==> src/rtl/simon_tone_gen.sv <==
// ---------------------------------------------------------------------------
// simon_tone_gen
//
// Turns the 4-bit one-hot-ish `sound` request from the round animation and
// playback blocks into a square wave for the piezo speaker. Each game colour
// has its own fixed pitch, set by a half-period count in clk cycles.
//
// Ports:
//   clk       in   system clock
//   reset     in   asynchronous reset, active low (asserted at 0)
//   sound     in   [3:0] tone request, bit n requests tone n, 0 = silence
//   mute      in   forces silence while high (acts at the next edge)
//   speaker   out  square-wave speaker drive
//   active    out  high while a tone is being generated
//   tone_idx  out  [1:0] index of the tone playing, 0 when silent
//
// All outputs are registered. `sound` passes through one input register
// before it is decoded, so the speaker responds two edges after a change.
// ---------------------------------------------------------------------------
module simon_tone_gen #(
  parameter int unsigned HALF0 = 60241,
  parameter int unsigned HALF1 = 80645,
  parameter int unsigned HALF2 = 99206,
  parameter int unsigned HALF3 = 119617,
  parameter int unsigned CNT_W = 17
) (
  input  logic       clk,
  input  logic       reset,
  input  logic [3:0] sound,
  input  logic       mute,
  output logic       speaker,
  output logic       active,
  output logic [1:0] tone_idx
);

  localparam logic [0:0] SILENT = 1'b0;
  localparam logic [0:0] PLAY   = 1'b1;

  // Counter reload values: one less than the half-period, because the
  // counter spends one cycle at zero before the toggle.
  localparam logic [CNT_W-1:0] RELOAD0 = CNT_W'(HALF0 - 1);
  localparam logic [CNT_W-1:0] RELOAD1 = CNT_W'(HALF1 - 1);
  localparam logic [CNT_W-1:0] RELOAD2 = CNT_W'(HALF2 - 1);
  localparam logic [CNT_W-1:0] RELOAD3 = CNT_W'(HALF3 - 1);
  localparam logic [CNT_W-1:0] CNT_ONE = CNT_W'(1);

  logic [3:0]       sound_q;
  logic [0:0]       state;
  logic [CNT_W-1:0] cnt;
  logic [1:0]       cur;

  logic [0:0]       state_nxt;
  logic [CNT_W-1:0] cnt_nxt;
  logic [1:0]       cur_nxt;
  logic             speaker_nxt;
  logic             active_nxt;
  logic [1:0]       tone_idx_nxt;

  logic             req;
  logic [1:0]       idx;

  // Reload value for a given tone index.
  function automatic logic [CNT_W-1:0] reload_for(input logic [1:0] sel);
    logic [CNT_W-1:0] r;
    case (sel)
      2'd0:    r = RELOAD0;
      2'd1:    r = RELOAD1;
      2'd2:    r = RELOAD2;
      default: r = RELOAD3;
    endcase
    return r;
  endfunction

  // Request decode. Lowest set bit wins when several colours are requested
  // at once; mute is deliberately not registered so it bites on the next edge.
  always_comb begin
    req = (|sound_q) & ~mute;
    idx = 2'd0;
    if (sound_q[0])      idx = 2'd0;
    else if (sound_q[1]) idx = 2'd1;
    else if (sound_q[2]) idx = 2'd2;
    else if (sound_q[3]) idx = 2'd3;
  end

  // Next-state logic. Starting a tone (from silence or by switching colour)
  // always begins with the speaker high and a full half-period; there is no
  // attempt to keep phase across a colour change. A re-request of the same
  // colour with no silent gap just keeps the waveform running.
  always_comb begin
    state_nxt    = state;
    cnt_nxt      = cnt;
    cur_nxt      = cur;
    speaker_nxt  = speaker;
    active_nxt   = active;
    tone_idx_nxt = tone_idx;

    case (state)
      SILENT: begin
        if (req) begin
          state_nxt    = PLAY;
          cur_nxt      = idx;
          speaker_nxt  = 1'b1;
          active_nxt   = 1'b1;
          tone_idx_nxt = idx;
          cnt_nxt      = reload_for(idx);
        end else begin
          cnt_nxt      = '0;
          speaker_nxt  = 1'b0;
          active_nxt   = 1'b0;
          tone_idx_nxt = 2'd0;
        end
      end

      PLAY: begin
        if (!req) begin
          state_nxt    = SILENT;
          speaker_nxt  = 1'b0;
          active_nxt   = 1'b0;
          tone_idx_nxt = 2'd0;
          cnt_nxt      = '0;
        end else if (idx != cur) begin
          cur_nxt      = idx;
          speaker_nxt  = 1'b1;
          active_nxt   = 1'b1;
          tone_idx_nxt = idx;
          cnt_nxt      = reload_for(idx);
        end else if (cnt != '0) begin
          cnt_nxt      = cnt - CNT_ONE;
        end else begin
          speaker_nxt  = ~speaker;
          cnt_nxt      = reload_for(cur);
        end
      end

      default: begin
        state_nxt    = SILENT;
        speaker_nxt  = 1'b0;
        active_nxt   = 1'b0;
        tone_idx_nxt = 2'd0;
        cnt_nxt      = '0;
        cur_nxt      = 2'd0;
      end
    endcase
  end

  // State and output registers. Reset is asynchronous so the speaker is cut
  // immediately, without waiting for a clock edge.
  always_ff @(posedge clk or negedge reset) begin
    if (!reset) begin
      sound_q  <= 4'd0;
      state    <= SILENT;
      cnt      <= '0;
      cur      <= 2'd0;
      speaker  <= 1'b0;
      active   <= 1'b0;
      tone_idx <= 2'd0;
    end else begin
      sound_q  <= sound;
      state    <= state_nxt;
      cnt      <= cnt_nxt;
      cur      <= cur_nxt;
      speaker  <= speaker_nxt;
      active   <= active_nxt;
      tone_idx <= tone_idx_nxt;
    end
  end

endmodule
==> config.mk <==
export PLATFORM = sky130hd
export DESIGN_NAME = simon_tone_gen
export DESIGN_NICKNAME = d
export VERILOG_FILES = /design/src/rtl/simon_tone_gen.sv
export SDC_FILE = /design/constraint.sdc
export NUM_CORES = 1
export LEC_CHECK = 0
export BUFFER_PORTS_ARGS = -buffer_cell sky130_fd_sc_hd__buf_2
export CAP_MARGIN = 15
export CELL_PAD_IN_SITES_DETAIL_PLACEMENT = 0
export CELL_PAD_IN_SITES_GLOBAL_PLACEMENT = 1
export CORE_MARGIN = 2
export CORE_UTILIZATION = 42
export DETAILED_ROUTE_END_ITERATION = 8
export GPL_ROUTABILITY_DRIVEN = 0
export HOLD_SLACK_MARGIN = 0.1
export PLACE_DENSITY_LB_ADDON = 0.1
export SYNTH_ARGS = -nofsm -noshare
export SYNTH_HDL_FRONTEND = slang
export SYNTH_SLANG_ARGS = --single-unit
==> constraint.sdc <==
create_clock -name clk -period 2.1 [get_ports clk]
set_input_delay 0.42 -clock clk [delete_from_list [all_inputs] [get_ports clk]]
set_output_delay 0.42 -clock clk [all_outputs]
set_load 0.05 [all_outputs]
[Yosys cells after proc, flatten, opt, wreduce, memory -nomap -nowiden]
Cells that the tools add are included.
W data, S select, Z words.
Word-level totals
  input port bits: 7
  register bits after elaboration: 28
Cells by class
  equality and inequality tests: 10
  reduce and logical (&&, ||, !) cells: 5
  add/sub/neg operators: 1
  bitwise operators: 4
  muxes and demuxes: 26
Operators by type and width (number)
  $pmux W17 S3: 2
  $mux W17: 4
  $pmux W17 S2: 1
  $mux W2: 9
  $reduce_bool A17 Y1: 1
  $sub A17 B1 Y17 const B: 1
  $pmux W2 S2: 2
  $mux W1: 6
  $eq A2 B1 Y1 const B: 2
  $eq A2 B2 Y1 const B: 2
  $logic_not A2 Y1: 2
  $ne A2 B1 Y1 const B: 2
  $ne A4 B4 Y1 const B: 1
  $pmux W1 S2: 2
  $reduce_or A4 Y1: 1
  $ne A3 B2 Y1 const B: 1
  $not A1 Y1: 3
  $reduce_and A3 Y1: 1
  $ne A2 B2 Y1: 1
  $ne A2 B2 Y1 const B: 1
  $and A1 B1 Y1: 1

[Depth between registers and ports, before layout]
  depth in word-level cells: 9
  depth in mapped cells: 8

[Worst setup path before layout]
Ideal clock, no wire load.
  kind: register -> register
  from: register cnt[0]
  to: register cnt[14]
  cell stages (with the launch flop): 8
  path buffers: 0
  setup slack: 0.049 ns
  arrival time: 1.970 ns
  period minus slack after synthesis: 2.051 ns
  library setup time: 0.080 ns
  cell sequence: dfrtp_1 > inv_1 > ha_1 > or3b_2 > nor4_1 > xnor2_1 > mux2_4 > o22ai_2
Between the ends
  cells in the longest elaborated chain, start to end: 5
Ends and longest elaborated chain
  start: declaration: line 49  | logic [CNT_W-1:0] cnt;
  start signal: assignment: line 160  | cnt <= cnt_nxt;
  $sub A17 B1 Y17 or $reduce_bool A17 Y1 (tied branches): line 128, 127
  $mux W17 (*): line 127  | end else if (cnt != '0) begin
  $mux W17 (*): line 121  | end else if (idx != cur) begin
  $mux W17 (*): line 115  | if (!req) begin
  $pmux W17 S2 (*): line 97  | case (state)
  named net cnt_nxt[14]: line 53  | logic [CNT_W-1:0] cnt_nxt;
The timed path passes the listed nets; every way through them passes the cells marked *.
A chain may end at the register's enable or synchronous reset.

[Final worst setup path]
  from: register cnt[8]
  to: register cnt[14]
The elaborated chain is that of the path after synthesis.

==> flow_summary.json <==
{
  "outcome": "finished, final reports clean",
  "ys.warnings.count": 0,
  "cts_made_buffers": 3,
  "arrival_ps": 2260,
  "postRouteAntennaNets": 0,
  "worstPathMaxFanout": 7,
  "first_pass_iters": 4,
  "synth_seq_area_share_pct": 41.45,
  "pre_cts_ws_ps": -52.79,
  "grt_pass1_wl_um": 6506,
  "period_share_pct": 97.36,
  "synth-seq-cells": 28,
  "fin_area_um2": 2123,
  "rows": 23,
  "avgRoutedWirePerCell_um": 15.69,
  "clock_latency_ps": 280,
  "rsz0062_at_grt": "true",
  "max_freq_mhz": 489.1,
  "fin_setup_tns_ps": 0,
  "wirelength_um": 4001,
  "core_um2": 3943,
  "seq_area_um2": 703.2,
  "cellPowerDensity_nw_per_um2": 829.9,
  "final_nets": 226,
  "hpwlAfterDp_um": 2867,
  "portBuffers": 10,
  "n_antenna_cell": 0,
  "vdd_drop_max_v": 0.0004497,
  "ys_types": 44,
  "max_slew_margin_pct": 56.58,
  "ios": 11,
  "drc_errors": 0,
  "wl_met1_um": 2046,
  "crit_type": "register to register",
  "synth_cells": 172,
  "setup_violations": 0,
  "area_delta_synth_final_pct": 25.61,
  "finalWorstSetupSlack_ps": 55.44,
  "clockBufferDepth": 2,
  "h-tree-depth": 1,
  "drv_slew": 0,
  "grt.total_usage_pct": 19.33,
  "drive_above_1_share_pct": 31.71,
  "via_per_inst": 5.416,
  "avgSynthCellArea_um2": 9.828,
  "place_area_um2": 1949,
  "fp.dieArea_um2": 4548,
  "cts.clk_slew.worst_paths_ps": 100,
  "drt_iter0_drc": 70,
  "wl_met3_um": 100,
  "top_layer": "met4",
  "clock-root-buffer": "clkbuf_8",
  "synth_nets": 192,
  "critPathLaunchType": "register",
  "hp-class": "input pin to asynchronous set/reset pin",
  "cts.sinks": 28,
  "multi_input_area_um2": 1015,
  "die_h_um": 67.44,
  "overflow": 0,
  "final_common_cell": "dfrtp_1",
  "fillers": 329,
  "grt_pass1_vias": 1288,
  "initial_utilization_pct": 42.88,
  "routed-wl-met2_um": 1814,
  "antenna_found_initial": 0,
  "tightestPinTransition_ps": 651.3,
  "holdBufCountCts": 0,
  "netlist_area_um2": 1690,
  "final_cell_mix": "dfrtp_1 (26), buf_4 (23), nor2_1 (19)",
  "cellLeakagePower_nw": 0.9567,
  "crit_required_ps": 2310,
  "hold_viol_final": 0,
  "endpoint_kind": "register",
  "period_minus_slack_ps": 2045,
  "tritoncts": "yes",
  "die_w_um": 67.44,
  "skew_ps": 3.439,
  "max_cap_viol_count": 0,
  "grt_max_degree": 29,
  "num_vias": 1381
}
-- cells by family (layout without fill, tap and decap cells) --
| group | Yosys count | count (layout) | share of synthesized area, % |
|---|---|---|---|
| AOI/OAI and AO/OA | 35 | 35 | 14.36 |
| xor gates and xnor gates | 14 | 14 | 7.253 |
| adders and majority gates | 13 | 13 | 9.623 |
| buffers and inverters | 17 | 50 | 3.997 |
| DFF | 28 | 28 | 41.45 |
| muxes | 3 | 3 | 2.369 |
| and+or+nand+nor | 62 | 62 | 20.95 |
-- flip-flops by register name, summed over array words and instances, names as in the netlist --
signal and cells:
tone_idx 2, active 1, cnt 17, sound_q 4, cur 2, state 1
speaker 1
-- synth_stat cells (all sizes together) --
master | count | area [um^2]
o22ai | 3 | 25.02
o211ai | 2 | 15.01
buf | 1 | 7.510
clkbuf | 3 | 11.26
a31oi | 4 | 25.02
a21oi | 4 | 20.02
xnor2 | 10 | 87.58
nor3 | 6 | 30.03
nor4 | 7 | 56.30
nand4 | 1 | 6.260
o21ai | 8 | 40.04
a32o | 1 | 10.01
nand3 | 4 | 20.02
a21o | 2 | 15.01
clkinv | 1 | 3.750
o21bai | 1 | 7.510
nand2 | 6 | 25.03
and3b | 1 | 8.760
or4 | 3 | 26.27
mux2 | 2 | 30.03
or4b | 1 | 10.01
a31o | 1 | 8.760
inv | 12 | 45.04
mux2i | 1 | 10.01
or3b | 1 | 8.760
nor2b | 3 | 18.77
nor4b | 2 | 17.52
xor2 | 4 | 35.03
nor2 | 19 | 71.32
or2 | 2 | 12.51
o21a | 1 | 7.510
o31a | 1 | 8.760
ha | 13 | 162.7
nor4bb | 1 | 10.01
or3 | 3 | 18.77
and3 | 1 | 7.510
o32ai | 6 | 52.55
dfrtp | 28 | 700.7
o31ai | 1 | 7.510
nand2b | 1 | 6.260
-- final timing paths --
kind                             start          end  slack [ps]  cells past startpoint
setup / recovery                cnt[8]      cnt[14]          60                      5
hold / removal                   reset      cnt[13]         150                      1
setup reg to reg                cnt[8]      cnt[14]          60                      5
hold reg to reg            tone_idx[1]  tone_idx[1]         510                      2
max in group asynchronous        reset       cur[0]        1490                      1
min in group clk              sound[1]   sound_q[1]         230                      1
-- power breakdown --
group	leakage [nW]	internal (W)	switching, W
sequential	0.355	0.000598	0.0000727
combinational	0.566	0.000313	0.000340
clock	0.0357	0.000256	0.000183
total	0.957	0.00117	0.000596
-- routing by layer --
| metal | up-vias | GRT usage (%) |
|---|---|---|
| li1 | 687 | - |
| met1 | 667 | 29.58 |
| met2 | 23 | 28.22 |
| met3 | 4 | 2.667 |
| met4 | 0 | 5.612 |
| met5 | - | 0 |
-- worst max-delay path, cell delays in order, from the launching register on --
cell	delay [ps]
dfrtp_1	430
nor4_4	340
nand2_1	150
or4b_4	600
mux2_4	330
o22ai_2	130
-- layout make-up --
| type | count | area share [%] |
|---|---|---|
| Clock buffer | 3 | 1.945 |
| Inverter | 13 | 2.298 |
| Timing Repair Buffer | 33 | 10.49 |
| Clock inverter | 1 | 1.414 |
| Tap cell | 50 | 2.946 |
| Sequential cell | 28 | 33.12 |
| Multi-Input combinational cell | 127 | 47.79 |
-- through the flow --
stage	utilization [%]	total power, W	std cells	hold WS [ps]
finish	53.86	0.001762	255	149.5
global route	53.86	0.001867	255	181.5
CTS	52.17	0.001709	255	170.7
detailed placement	49.44	0.001255	250	480.0
global placement	49.44	0.001256	250	471.8
floorplan	-	0.001058	172	124.4
-- timing repair --
item,CTS,global route
endpoints found under the setup margin,10,14
buffers inserted,1,0
resized for setup,6,13
pin swaps,0,1
No activity file was read; power rests on OpenSTA's default activity.
